## config.mk

```make
export PLATFORM = sky130hd
export DESIGN_NAME = postage_deadlock_reporter
export DESIGN_NICKNAME = d
export VERILOG_FILES = /design/src/rtl/postage_deadlock_reporter.sv
export SDC_FILE = /design/constraint.sdc
export NUM_CORES = 1
export LEC_CHECK = 0
export BUFFER_PORTS_ARGS = -buffer_cell sky130_fd_sc_hd__clkbuf_2
export CELL_PAD_IN_SITES_DETAIL_PLACEMENT = 0
export CELL_PAD_IN_SITES_GLOBAL_PLACEMENT = 1
export CORE_ASPECT_RATIO = 0.6
export CORE_UTILIZATION = 25
export CTS_BUF_LIST = sky130_fd_sc_hd__clkbuf_4 sky130_fd_sc_hd__clkbuf_8
export CTS_CLUSTER_SIZE = 10
export DETAILED_ROUTE_END_ITERATION = 6
export HOLD_SLACK_MARGIN = 0.05
export PLACE_DENSITY_LB_ADDON = 0.1
export SYNTH_ARGS = -nofsm -noshare
export SYNTH_HDL_FRONTEND = slang
export SYNTH_SLANG_ARGS = --single-unit
```

## constraint.sdc

```tcl
create_clock -name clock -period 2.08 [get_ports clock]
set_input_delay 0.208 -clock clock [delete_from_list [all_inputs] [get_ports clock]]
set_output_delay 0.208 -clock clock [all_outputs]
set_load 0.05 [all_outputs]
```

## src/rtl/postage_deadlock_reporter.sv

```systemverilog
// Postage deadlock reporter: debounces the monitor block flag, decodes stalled AXIS channels
// and issues one report per episode. Define POSTAGE_DEADLOCK_TIMESTAMP_EN to timestamp reports.
module postage_deadlock_reporter #(
    parameter int NUM_CHAN = 10,
    parameter int THRESH   = 16,
    parameter int CNT_W    = 32,
    parameter int IDX_W    = (NUM_CHAN > 1) ? $clog2(NUM_CHAN) : 1
) (
    input  logic                         clock,
    input  logic                         reset_n,
    input  logic                         block,
    input  logic [NUM_CHAN*NUM_CHAN-1:0] axis_block_info,
    input  logic                         clear,
    output logic                         rpt_valid,
    input  logic                         rpt_ready,
    output logic [NUM_CHAN-1:0]          rpt_mask,
    output logic [IDX_W-1:0]             rpt_first,
    output logic [CNT_W-1:0]             rpt_cycle,
    output logic                         rpt_malformed,
    output logic                         deadlock
);

    localparam int PW = $clog2(THRESH + 1);
    localparam logic [PW-1:0] LAST = PW'(THRESH - 1);

    typedef enum logic [1:0] {IDLE, WATCH, REPORT, HOLD} state_t;

    state_t               state, state_n;
    logic [PW-1:0]        cnt, cnt_n;
    logic                 mal_acc, mal_n;
    logic                 capture;
    logic [NUM_CHAN-1:0]  active;
    logic [NUM_CHAN-1:0]  bad;
    logic [NUM_CHAN-1:0]  field;
    logic                 malformed;
    logic [IDX_W-1:0]     first_idx;

    // A healthy field is all ones except its own channel bit, or all zeros.
    always_comb begin
        active = '0;
        bad    = '0;
        field  = '0;
        for (int i = 0; i < NUM_CHAN; i++) begin
            field     = axis_block_info[i*NUM_CHAN +: NUM_CHAN];
            active[i] = (field == ~(NUM_CHAN'(1) << i));
            bad[i]    = (field != '0) && !active[i];
        end
        malformed = (|bad) | (block && (active == '0));
    end

    always_comb begin
        first_idx = '0;
        for (int i = NUM_CHAN - 1; i >= 0; i--) begin
            if (active[i]) first_idx = IDX_W'(i);
        end
    end

    always_comb begin
        state_n = state;
        cnt_n   = cnt;
        mal_n   = mal_acc;
        capture = 1'b0;
        unique case (state)
            IDLE: begin
                if (block) begin
                    if (THRESH == 1) begin
                        capture = 1'b1;
                        state_n = REPORT;
                    end else begin
                        state_n = WATCH;
                        cnt_n   = PW'(1);
                        mal_n   = malformed;
                    end
                end
            end
            WATCH: begin
                if (!block) begin
                    state_n = IDLE;
                    cnt_n   = '0;
                    mal_n   = 1'b0;
                end else if (cnt == LAST) begin
                    capture = 1'b1;
                    state_n = REPORT;
                    cnt_n   = '0;
                    mal_n   = 1'b0;
                end else begin
                    cnt_n = cnt + PW'(1);
                    mal_n = mal_acc | malformed;
                end
            end
            REPORT: begin
                if (rpt_ready) state_n = HOLD;
            end
            HOLD: begin
                if (!block) state_n = IDLE;
            end
            default: state_n = IDLE;
        endcase
    end

    assign rpt_valid = (state == REPORT);

    always_ff @(posedge clock) begin
        if (!reset_n) begin
            state         <= IDLE;
            cnt           <= '0;
            mal_acc       <= 1'b0;
            rpt_mask      <= '0;
            rpt_first     <= '0;
            rpt_malformed <= 1'b0;
            deadlock      <= 1'b0;
        end else begin
            state   <= state_n;
            cnt     <= cnt_n;
            mal_acc <= mal_n;
            if (capture) begin
                rpt_mask      <= active;
                rpt_first     <= first_idx;
                rpt_malformed <= mal_acc | malformed;
            end
            // A capture in the same cycle as clear keeps the flag set.
            if (capture) deadlock <= 1'b1;
            else if (clear) deadlock <= 1'b0;
        end
    end

`ifdef POSTAGE_DEADLOCK_TIMESTAMP_EN
    logic [CNT_W-1:0] stamp;

    always_ff @(posedge clock) begin
        if (!reset_n) begin
            stamp     <= '0;
            rpt_cycle <= '0;
        end else begin
            stamp <= stamp + CNT_W'(1);
            if (capture) rpt_cycle <= stamp;
        end
    end
`else
    assign rpt_cycle = '0;
`endif

endmodule

```

; After elaboration in Yosys (flattened, before gate mapping)
; Cells that the tools add are included.
[word_totals]
out_inout_bits = 49
register_bits = 24
latch_bits = 0
mem_bits_rw = 0
mem_count = 0
wordCells = 95
rom_bits = 0
[op_classes]
magnitude_cmp = 0
n_shift = 0
n_mul = 0
reduce_logical = 38
addsub = 1
n_eq_ne = 18
n_bitwise = 2
n_div = 0
muxes = 29
[op_table]
columns = operator, count
row1 = nonzero test 10 bit, 10
row2 = == test 10 bit (second input constant), 9
row3 = 2-to-1 mux 4 bit, 10
row4 = 2-to-1 mux 5 bit, 3
row5 = logical AND 1 bit, 11
row6 = == test 10 x 9 -> 1 bit (second input constant), 1
row7 = logical NOT 1 bit, 10
row8 = logical NOT 10 bit, 1
row9 = 2-to-1 mux 2 bit, 5
row10 = one-hot mux 5 bit (2 select lines), 1
row11 = OR reduction 10 bit, 1
row12 = 2-to-1 mux 1 bit, 8
row13 = one-hot mux 2 bit (4 select lines), 1
row14 = adder 5 x 1 -> 5 bit (second input constant), 1
row15 = == test 5 x 4 -> 1 bit (second input constant), 1
row16 = == test 2 bit (second input constant), 2
row17 = != test 2 bit (second input constant), 2
row18 = AND reduction 4 bit, 1
row19 = nonzero test 2 bit, 2
row20 = != test 3 bit (second input constant), 1
row21 = == test 2 x 1 -> 1 bit (second input constant), 1
row22 = logical NOT 2 bit, 1
row23 = != test 2 x 1 -> 1 bit (second input constant), 1
row24 = OR 1 bit, 2
row25 = 2 further kinds, 2

; Logic depth before layout (Yosys ltp)
; Gate-level depths: netlist of the first run.
[depth]
ltp_word = 11
ltp_mapped = 8

; Worst setup path before layout of the first run
; OpenSTA, ideal clock, no wires.
[synth_timing]
path_kind = register to register
from = reg cnt[0]
to = reg rpt_first[1]
t_arrival_ns = 1.745
path_buffers = 2
period_less_slack_ns = 1.872
path_slack_ns = 0.208
stages_incl_launch_ff = 9
cell_sequence = dfxtp_1 ha_1 nand3_2 or2_1 or3_1 buf_2 clkbuf_1 a21oi_1 nor2_1
[synth_between]
elab_chain_len = 4
[synth_lines]
columns = item, line
row1 = from (decl), 29  ; logic [PW-1:0] cnt, cnt_n;
row2 = from (signal assigned), 114  ; cnt <= cnt_n;
row3 = == test 5 x 4 -> 1 bit, 81  ; end else if (cnt == LAST) begin
row4 = 2-to-1 mux 1 bit, 81
row5 = 2-to-1 mux 1 bit, 77  ; if (!block) begin
row6 = 2-to-1 mux 1 bit, 63  ; unique case (state)
row7 = to (signal assigned), 118  ; rpt_first <= first_idx;
row8 = to (decl), 17  ; output logic [IDX_W-1:0] rpt_first,
; Every way passes these cells.
; A chain may end at the register's enable or synchronous reset.

; Final worst setup path of the first run
[layout_timing]
from = reg cnt[1]
to = reg rpt_first[0]
; The elaborated chain is that of the path after synthesis.

==> impl_metrics.json, run 1 <==
{
  "drive_above_1_share_pct": 39.4,
  "antenna_found_initial": 0,
  "syn2layout_area_growth_pct": 42.8,
  "drt_wl_total_mm": 5.99,
  "ys_ff_latch": 24,
  "hold_path_class": "in2reg",
  "io_pins": 154,
  "die-area_um2": 7680,
  "power_frac_comb_pct": 26.4,
  "ir_drop_mv": 0.241,
  "grt-ovfl-total": 0,
  "crit_fanout": 4,
  "crit_arrival_ns": 2.18,
  "fin_ws_ns": 0.105,
  "core_area_um2": 6880,
  "p_per_area_nw_per_um2": 458,
  "final_cell_mix": "clkbuf_2, nand2_1, conb_1, dfxtp_1, nor2_1",
  "clock_path_buffers": 2,
  "worst_path_max_delay_cell": "or4_1",
  "layout.nets": 495,
  "finalCritPeriodShare_pct": 95.0,
  "slew_headroom_pct": 66.0,
  "wire_per_inst_um": 12.6,
  "dr.pass1.iters": 4,
  "syn_area_per_cell_um2": 7.24,
  "cts.clk_slew.worst_paths_ns": 0.09,
  "period_needed_ns": 1.98,
  "status": "finished, final reports clean",
  "io_buffers": 121,
  "swShare_pct": 31.5,
  "internal-power_uw": 820,
  "path_delay_family": "simple AND/OR/NAND/NOR gates",
  "required_ns": 2.28,
  "hold_viol": 0,
  "max_freq_mhz": 506,
  "max_stage_delay_ns": 0.53,
  "grt_pass1_vias": 2053,
  "maxCapViolCount": 0,
  "cp.buffers_inverters": 0,
  "cp-start-kind": "flip-flop",
  "final_common_cell": "clkbuf_2",
  "ys_warn_count": 0,
  "fin_tns_setup_ns": 0,
  "ant_nets": 0,
  "vias": 2253,
  "fin_cells": 475,
  "worst_slew_pin_slew_ns": 0.498,
  "die_x_um": 113,
  "row_count": 23,
  "place_ws_ns": -0.0780,
  "grt_pass1_wl_mm": 9.46,
  "p_clk_share_pct": 34.5,
  "postCtsSetupRepairBufs": 0,
  "first_iter_violations": 86,
  "ys_seq_area_share_pct": 26.2,
  "power.share.sequential_pct": 39.1,
  "die-height_um": 68.3,
  "skew_ns": 0.00671,
  "finalSetupViolations": 0,
  "grt_usage_pct": 15.6,
  "clk_latency_ns": 0.27,
  "power.switching_uw": 377,
  "num_antenna_cells": 0,
  "ctsHtreeMaxLevel": 1,
  "cts_made_buffers": 3,
  "start_util_pct": 26.6,
  "grt_max_degree": 22,
  "syn-cell-area_um2": 1830,
  "drc": 0,
  "syn_inst": 253,
  "placed_cells": 471,
  "slew_violations": 0,
  "viasPerCell": 4.74,
  "crit_path_end_kind": "flip-flop",
  "final_util_pct": 38.0,
  "hold-worst-slack_ns": 0.165,
  "rsz0062_at_grt": "no",
  "root_buffer": "clkbuf_8",
  "critical_path_class": "reg2reg",
  "cp_cell_sequence": "ha_2 > nand3_2 > or2_1 > or3_4 > or4_1 > o22ai_1",
  "ctsResizeCount": 0,
  "clock_sinks": 24,
  "cts_hold_buf": 0,
  "yosysUniqueCellTypes": 43,
  "cts_tree": "built",
  "leakagePower_nw": 1.19,
  "routabilityCongestion": 0.750,
  "hpwl_mm": 5.23
}
==> tightest hold or removal path, stage by stage <==
cell      delay (ns)
clkbuf_2        0.08
inv_1           0.04
a221oi_1        0.06
==> final cells by class <==
type                            count  area (um2)
Timing Repair Buffer              139         741
Clock inverter                      1        30.0
Sequential cell                    24         482
Tap cell                           87         109
Multi-Input combinational cell    215        1190
Fill cell                         773        4260
Inverter                            6        22.5
Clock buffer                        3        41.3
==> kinds of logic (layout without fill, tap and decap cells) <==
group	Yosys count	in the layout	synth area share [%]
DFF	24	24	26.2
AOI/OAI and AO/OA	49	49	17.0
adders and majority gates	1	1	0.683
buffers and inverters	45	149	15.8
and+or+nand+nor	132	132	39.5
other	1	32	0.205
muxes	1	1	0.546
==> through the flow <==
step / power [mW] / cell area, um2
3_5_place_dp: 0.793 / 2530
6_report: 1.20 / 2620
5_1_grt: 1.26 / 2620
2_1_floorplan: 0.703 / 1950
4_1_cts: 1.21 / 2600
3_3_place_gp: 0.791 / 2530
==> registers in the layout, summed over array words and instances, names as in the netlist, named ones only <==
register,cells
deadlock,1
rpt_mask,10
rpt_first,4
mal_acc,1
cnt,5
state,1
rpt_malformed,1
==> path summary, 6_finish.rpt <==
kind	from	end	slack, ns	cells after the start
worst max-delay path	cnt[1]	rpt_first[0]	0.10	6
worst min-delay path	rpt_ready	state[0]	0.17	3
worst max register to register	cnt[1]	rpt_first[0]	0.10	6
worst min register to register	rpt_mask[3]	rpt_mask[3]	0.45	2
==> synthesized netlist by cell type, drive strengths merged <==
cell type  count  area [um2]
mux2i          1        10.0
nor4bb         1        16.3
o211ai         1        7.51
o21bai         1        7.51
o22ai          2        12.5
nand4         12        75.1
nor2          22        82.6
and4bb         1        12.5
o2111ai        1        8.76
nand2         32         120
a211oi         1        7.51
nand4b         2        17.5
a31oi          6        37.5
or3            1        6.26
or2            1        6.26
clkbuf         6        22.5
nor3          13        65.1
a2111oi        2        17.5
nor2b          3        18.8
nor3b          1        7.51
nor4b          1        8.76
a21o           1        7.51
o21ai          6        30.0
or4            9        71.3
inv            6        22.5
o41ai          2        25.0
nand2b         3        26.3
conb           1        3.75
dfxtp         24         480
ha             1        12.5
buf           33         245
o211a          1        10.0
nor4          22         144
nand3          8        45.0
a21oi         20         100
a221oi         2        17.5
a22oi          3        22.5
==> power groups by stage <==
stage          Clock [mW]  Sequential, mW  Combinational, mW
2_1_floorplan           0           0.477              0.226
3_3_place_gp            0           0.479              0.312
3_5_place_dp            0           0.479              0.314
4_1_cts             0.428           0.469              0.315
5_1_grt             0.447           0.470              0.344
6_report            0.413           0.469              0.316
==> routing by layer <==
layer  vias up  wire length (um)  global-route usage (%)
li1       1167                 -                       -
met1       989              3030                    21.3
met2        97              2520                    26.4
met3         0               435                    3.63
met4         0                 0                    1.00
met5         -                 0                       0
(Power assumes the default switching activity.)
==> run 2, diff against run 1 <==
==> constraint.sdc (replaced) <==
create_clock -name clock -period 2.08 [get_ports clock]
set_input_delay 0.312 -clock clock [delete_from_list [all_inputs] [get_ports clock]]
set_output_delay 0.312 -clock clock [all_outputs]
set_load 0.05 [all_outputs]
==> run 2 against run 1 <==
Compared with the run above:
- non-clock buffer count is 4 higher
- critical path depth up 1
- hold slack improved by 0.094 ns
- total power is 0.71% higher
- first-iteration DRC count fell by 20%
- register-to-register slack improved by 0.02 ns
- largest power group unchanged
- highest routed layer is now met4
==> impl_metrics.json, run 2 (synthesis gave the netlist of run 1 again) <==
{
  "status": "finished, final reports clean",
  "io_buffers": 121,
  "postPlaceCellArea_um2": 2560,
  "met2_usage_pct": 27.5,
  "wire_per_inst_um": 12.3,
  "maxCapViolCount": 0,
  "cts_tree": "built",
  "hpwl_mm": 5.14,
  "clock_sinks": 24,
  "final_common_cell": "clkbuf_2",
  "required_ns": 2.23,
  "ctsHtreeMaxLevel": 1,
  "dr.pass1.iters": 4,
  "layout.nets": 499,
  "start_util_pct": 26.6,
  "crit_path_end_kind": "flip-flop",
  "cts_hold_buf": 0,
  "slew_headroom_pct": 64.6,
  "worst_path_max_delay_cell": "or4_1",
  "die-height_um": 68.3,
  "core_area_um2": 6880,
  "grt-ovfl-total": 0,
  "fin_tns_setup_ns": 0,
  "io_pins": 154,
  "largest_registers": "rpt_mask: 10 flops, cnt: 5 flops, rpt_first: 4 flops",
  "drc": 0,
  "final_cell_mix": "clkbuf_2, nand2_1, conb_1, dfxtp_1",
  "die_x_um": 113,
  "final_util_pct": 38.7,
  "regMostFlops": "rpt_mask",
  "globalRoute.busiestLayer": "met2",
  "crit_arrival_ns": 2.18,
  "die-area_um2": 7680,
  "first_iter_violations": 69,
  "path_delay_family": "simple AND/OR/NAND/NOR gates",
  "cp.buffers_inverters": 2,
  "max_stage_delay_ns": 0.54,
  "ir_drop_mv": 0.387,
  "antenna_found_initial": 0,
  "max_freq_mhz": 493,
  "grt_pass1_wl_mm": 9.67,
  "vias": 2249,
  "hold_path_class": "in2reg",
  "viasPerCell": 4.70,
  "worst_slew_pin_slew_ns": 0.526,
  "cts.clk_slew.worst_paths_ns": 0.09,
  "finalCritPeriodShare_pct": 97.4,
  "leakagePower_nw": 1.22,
  "hp-start": "rpt_ready",
  "largest_register_ffs": 10,
  "finalPower_mw": 1.21,
  "finalSetupViolations": 0,
  "ant_nets": 0,
  "cts_made_buffers": 3,
  "grt_usage_pct": 16.0,
  "period_needed_ns": 2.03,
  "num_antenna_cells": 0,
  "routabilityCongestion": 0.740,
  "fin_cells": 479,
  "gr-usage-met3_pct": 3.81,
  "grt_max_degree": 22,
  "slew_violations": 0,
  "root_buffer": "clkbuf_8",
  "r2r_start": "cnt[1]",
  "placed_cells": 475,
  "drt_wl_total_mm": 5.92,
  "hold_viol": 0,
  "skew_ns": 0.00734,
  "clk_latency_ns": 0.28,
  "clock_path_buffers": 2,
  "row_count": 23,
  "final_cell_area_um2": 2660,
  "syn2layout_area_growth_pct": 45.3,
  "critical_path_class": "in2reg",
  "critPathLaunch": "axis_block_info[55]",
  "crit_fanout": 2,
  "hold-worst-slack_ns": 0.259,
  "fin_ws_ns": 0.0536,
  "drive_above_1_share_pct": 40.6,
  "p_per_area_nw_per_um2": 453,
  "cp_cell_sequence": "clkbuf_2 > nand2b_4 > or4_1 > a2111oi_1 > buf_4 > nor4bb_2 > a221oi_1",
  "cp-start-kind": "input port",
  "grt_pass1_vias": 2139,
  "grt_util_met1_pct": 21.3,
  "place_ws_ns": -0.332
}
-- run 2: changes by cell type in the layout (fill, tap and decap cells not counted), sizes merged --
cell / delta
buf: +4
-- run 2: final timing paths --
kind	endpoint	cells past startpoint	slack, ns
worst max-delay path	mal_acc	7	0.05
worst min register to register	rpt_mask[3]	2	0.46
worst min-delay path	state[0]	3	0.26
worst max register to register	rpt_first[0]	6	0.12
-- run 2: per-layer routing --
| metal | up-vias | part of all wire (%) |
|---|---|---|
| met3 | 2 | 8.7 |
| met4 | 0 | 0.32 |
| met5 | - | 0 |
| met1 | 978 | 47 |
| li1 | 1172 | - |
| met2 | 97 | 44 |
-- run 2: worst register-to-register path: cells and delay by family (launching register included) --
| family | cells | cell delay, ns |
|---|---|---|
| AND/OR/NAND/NOR | 4 | 1.24 |
| flip-flops | 1 | 0.35 |
| adder cells (fa/ha/maj) | 1 | 0.18 |
| AO/OA/AOI/OAI | 1 | 0.11 |
-- run 2: final cells by class --
cell class | instances | area [um2]
sequential | 24 | 482
timing repair buffer | 143 | 771
clock inverter | 1 | 30.0
inverter | 6 | 22.5
multi-input combinational | 215 | 1210
clock buffer | 3 | 41.3
tap | 87 | 109
fill | 742 | 4220
-- run 2: repair_timing --
item                       CTS  global route
resized for setup            2             6
buffers inserted             0             0
setup endpoints to repair    3             6
pin swaps                    0             1
-- run 2: power by group --
| part | switching (mW) | leakage [nW] | internal, mW | total, mW |
|---|---|---|---|---|
| combinational | 0.216 | 0.988 | 0.0995 | 0.315 |
| sequential | 0.00511 | 0.195 | 0.464 | 0.469 |
| clock | 0.165 | 0.0357 | 0.258 | 0.422 |
==> run 3, diff against run 2 <==
--- a/config.mk
+++ b/config.mk
@@ -5,15 +5,17 @@
 export SDC_FILE = /design/constraint.sdc
 export NUM_CORES = 1
 export LEC_CHECK = 0
+export ABC_AREA = 1
 export BUFFER_PORTS_ARGS = -buffer_cell sky130_fd_sc_hd__clkbuf_2
 export CELL_PAD_IN_SITES_DETAIL_PLACEMENT = 0
 export CELL_PAD_IN_SITES_GLOBAL_PLACEMENT = 1
 export CORE_ASPECT_RATIO = 0.6
-export CORE_UTILIZATION = 25
+export CORE_UTILIZATION = 27
 export CTS_BUF_LIST = sky130_fd_sc_hd__clkbuf_4 sky130_fd_sc_hd__clkbuf_8
 export CTS_CLUSTER_SIZE = 10
 export DETAILED_ROUTE_END_ITERATION = 6
 export HOLD_SLACK_MARGIN = 0.05
+export MAX_ROUTING_LAYER = met4
 export PLACE_DENSITY_LB_ADDON = 0.1
 export SYNTH_ARGS = -nofsm -noshare
 export SYNTH_HDL_FRONTEND = slang
==> run 3 against run 2 <==
Compared with the run above:
- synthesized cell count up 48%
- non-clock buffer count fell by 20
- first-iteration DRC count increased by 17%
- count of clock-buffer cells in the layout unchanged
- fmax increased by 9.6%
- via count rose by 8.8%
- utilization decreased by 2.2 points
- register-to-register slack improved by 0.11 ns
- critical endpoint is now rpt_first[3]
- largest power group unchanged
==> impl_metrics.json, run 3 <==
{
  "postCtsSetupRepairBufs": 0,
  "finalCritPeriodShare_pct": 88.9,
  "period_needed_ns": 1.85,
  "power.switching_uw": 510,
  "internal-power_uw": 891,
  "regMostFlops": "rpt_mask",
  "drive_above_1_share_pct": 31.4,
  "p_clk_share_pct": 29.3,
  "cp-start-kind": "flip-flop",
  "die_x_um": 118,
  "root_buffer": "clkbuf_8",
  "io_buffers": 121,
  "grt_max_degree": 19,
  "ys.flop_type": "dfxtp_1",
  "rsz0062_at_grt": "no",
  "max_stage_delay_ns": 0.38,
  "crit_path_end_kind": "flip-flop",
  "cp_cell_sequence": "ha_1 > nand3_1 > nor2_1 > o21ai_2 > nor2_4 > buf_4 > nand4_2 > a21oi_2",
  "swShare_pct": 36.4,
  "final_util_pct": 36.4,
  "ctsHtreeMaxLevel": 1,
  "clock_path_buffers": 2,
  "final_common_cell": "clkbuf_2",
  "hold-worst-slack_ns": 0.229,
  "ant_nets": 0,
  "antenna_found_initial": 0,
  "largest_register_ffs": 10,
  "largest_registers": "rpt_mask: 10 flops, cnt: 5 flops, rpt_first: 4 flops",
  "hpwl_mm": 5.14,
  "slew_violations": 0,
  "leakagePower_nw": 1.59,
  "die-area_um2": 8510,
  "cts_made_buffers": 3,
  "final_cell_mix": "clkbuf_2, nand2_1, nor2_1, conb_1, inv_1",
  "critical_path_class": "reg2reg",
  "grt-ovfl-total": 0,
  "layout.nets": 604,
  "ctsResizeCount": 0,
  "power_frac_comb_pct": 34.9,
  "cp.buffers_inverters": 1,
  "syn_inst": 374,
  "core_area_um2": 7880,
  "cts_tree": "built",
  "finalSetupViolations": 0,
  "ys_warn_count": 0,
  "wire_per_inst_um": 9.58,
  "p_per_area_nw_per_um2": 488,
  "syn2layout_area_growth_pct": 30.8,
  "maxCapViolCount": 0,
  "syn_area_per_cell_um2": 5.87,
  "ys_ff_latch": 24,
  "path_delay_family": "simple AND/OR/NAND/NOR gates",
  "ys_seq_area_share_pct": 21.9,
  "cts.clk_slew.worst_paths_ns": 0.09,
  "die-height_um": 71.9,
  "dr.pass1.iters": 4,
  "grt_pass1_wl_mm": 9.65,
  "skew_ns": 0.00650,
  "fillers": 909,
  "max_freq_mhz": 541,
  "status": "finished, final reports clean",
  "worst_path_max_delay_cell": "dfxtp_1",
  "crit_arrival_ns": 2.06,
  "synth_common_cells": "nand2_1, nor2_1, buf_4",
  "grt_pass1_vias": 2198,
  "clock_sinks": 24,
  "synth.most_common_cell": "nand2_1",
  "row_count": 25,
  "num_antenna_cells": 0,
  "synth_top_area_share_pct": 21.9,
  "synthTopCellsByArea": "dfxtp_1, nand2_1, nor2_1, buf_4, inv_1",
  "required_ns": 2.29,
  "vias": 2448,
  "synth_top_area_cell": "dfxtp_1",
  "io_pins": 154,
  "power.share.sequential_pct": 35.7,
  "hold_path_class": "in2reg",
  "cts_hold_buf": 0,
  "ir_drop_mv": 0.212,
  "viasPerCell": 4.05,
  "start_util_pct": 27.9,
  "routabilityCongestion": 0.749,
  "grt_usage_pct": 14.2,
  "yosysUniqueCellTypes": 36,
  "crit_fanout": 9,
  "synthArstFlopShare_pct": 0,
  "first_iter_violations": 81,
  "clk_latency_ns": 0.27,
  "syn-cell-area_um2": 2200,
  "fin_tns_setup_ns": 0,
  "synth_edf_count": 0,
  "drc": 0,
  "drt_wl_total_mm": 5.79,
  "hold_viol": 0
}
-- run 3: cell types whose count changed after synthesis, sizes merged, moves of 7 or more --
cell,before,now
or2,1,10
and2,0,8
nand2,32,108
nor4,22,1
o21ai,6,16
inv,6,30
nor3,13,1
nand4,12,5
nor2,22,93
or4,9,0
-- run 3: worst reg2reg max path, cell delays in order (launching register included) --
cell and delay [ns]:
dfxtp_1 0.38, ha_1 0.22, nand3_1 0.11, nor2_1 0.23
o21ai_2 0.13, nor2_4 0.24, buf_4 0.26, nand4_2 0.11
a21oi_2 0.12
-- run 3: cell families after synthesis --
kind of cell               synth area share (%)
AOI/OAI and AO/OA                          12.6
and+or+nand+nor                            46.7
DFF                                        21.9
other                                     0.171
adders and majority gates                 0.570
buffers and inverters                      18.1
-- run 3: metal layers --
layer	wire [um]	global-route usage, %	vias up
met2	2150	20.7	96
met5	0	-	-
li1	-	-	1351
met3	445	3.11	2
met1	3170	20.6	999
met4	29	1.27	0
-- run 3: final cells by class --
cell class | count | area (um2) | area share (%)
Timing Repair Buffer | 123 | 621 | 21.6
Clock buffer | 3 | 41.3 | 1.44
Clock inverter | 1 | 30.0 | 1.05
Sequential cell | 24 | 480 | 16.7
Multi-Input combinational cell | 315 | 1440 | 50.0
Inverter | 31 | 130 | 4.53
Tap cell | 108 | 135 | 4.70
-- run 3: power groups by stage --
stage	combinational (mW)	sequential, mW	clock (mW)
2_1_floorplan	0.329	0.557	0
3_3_place_gp	0.491	0.511	0
3_5_place_dp	0.490	0.512	0
4_1_cts	0.491	0.502	0.425
5_1_grt	0.539	0.504	0.444
6_report	0.490	0.501	0.411
-- run 3: stage by stage --
stage               instance area, um2  instances  power (mW)  setup WS, ns
floorplan                         2310        405       0.886         0.370
global placement                  2800        601        1.00         0.361
detailed placement                2800        601        1.00         0.266
CTS                               2870        605        1.42         0.240
global route                      2870        605        1.49        0.0886
finish                            2870        605        1.40         0.230
-- run 3: path summary, 6_finish.rpt --
check	from	to	slack, ns	cells after the start
worst max-delay path	cnt[0]	rpt_first[3]	0.23	8
worst min-delay path	clear	deadlock	0.23	2
worst max register to register	cnt[0]	rpt_first[3]	0.23	8
worst min register to register	cnt[4]	cnt[4]	0.45	2
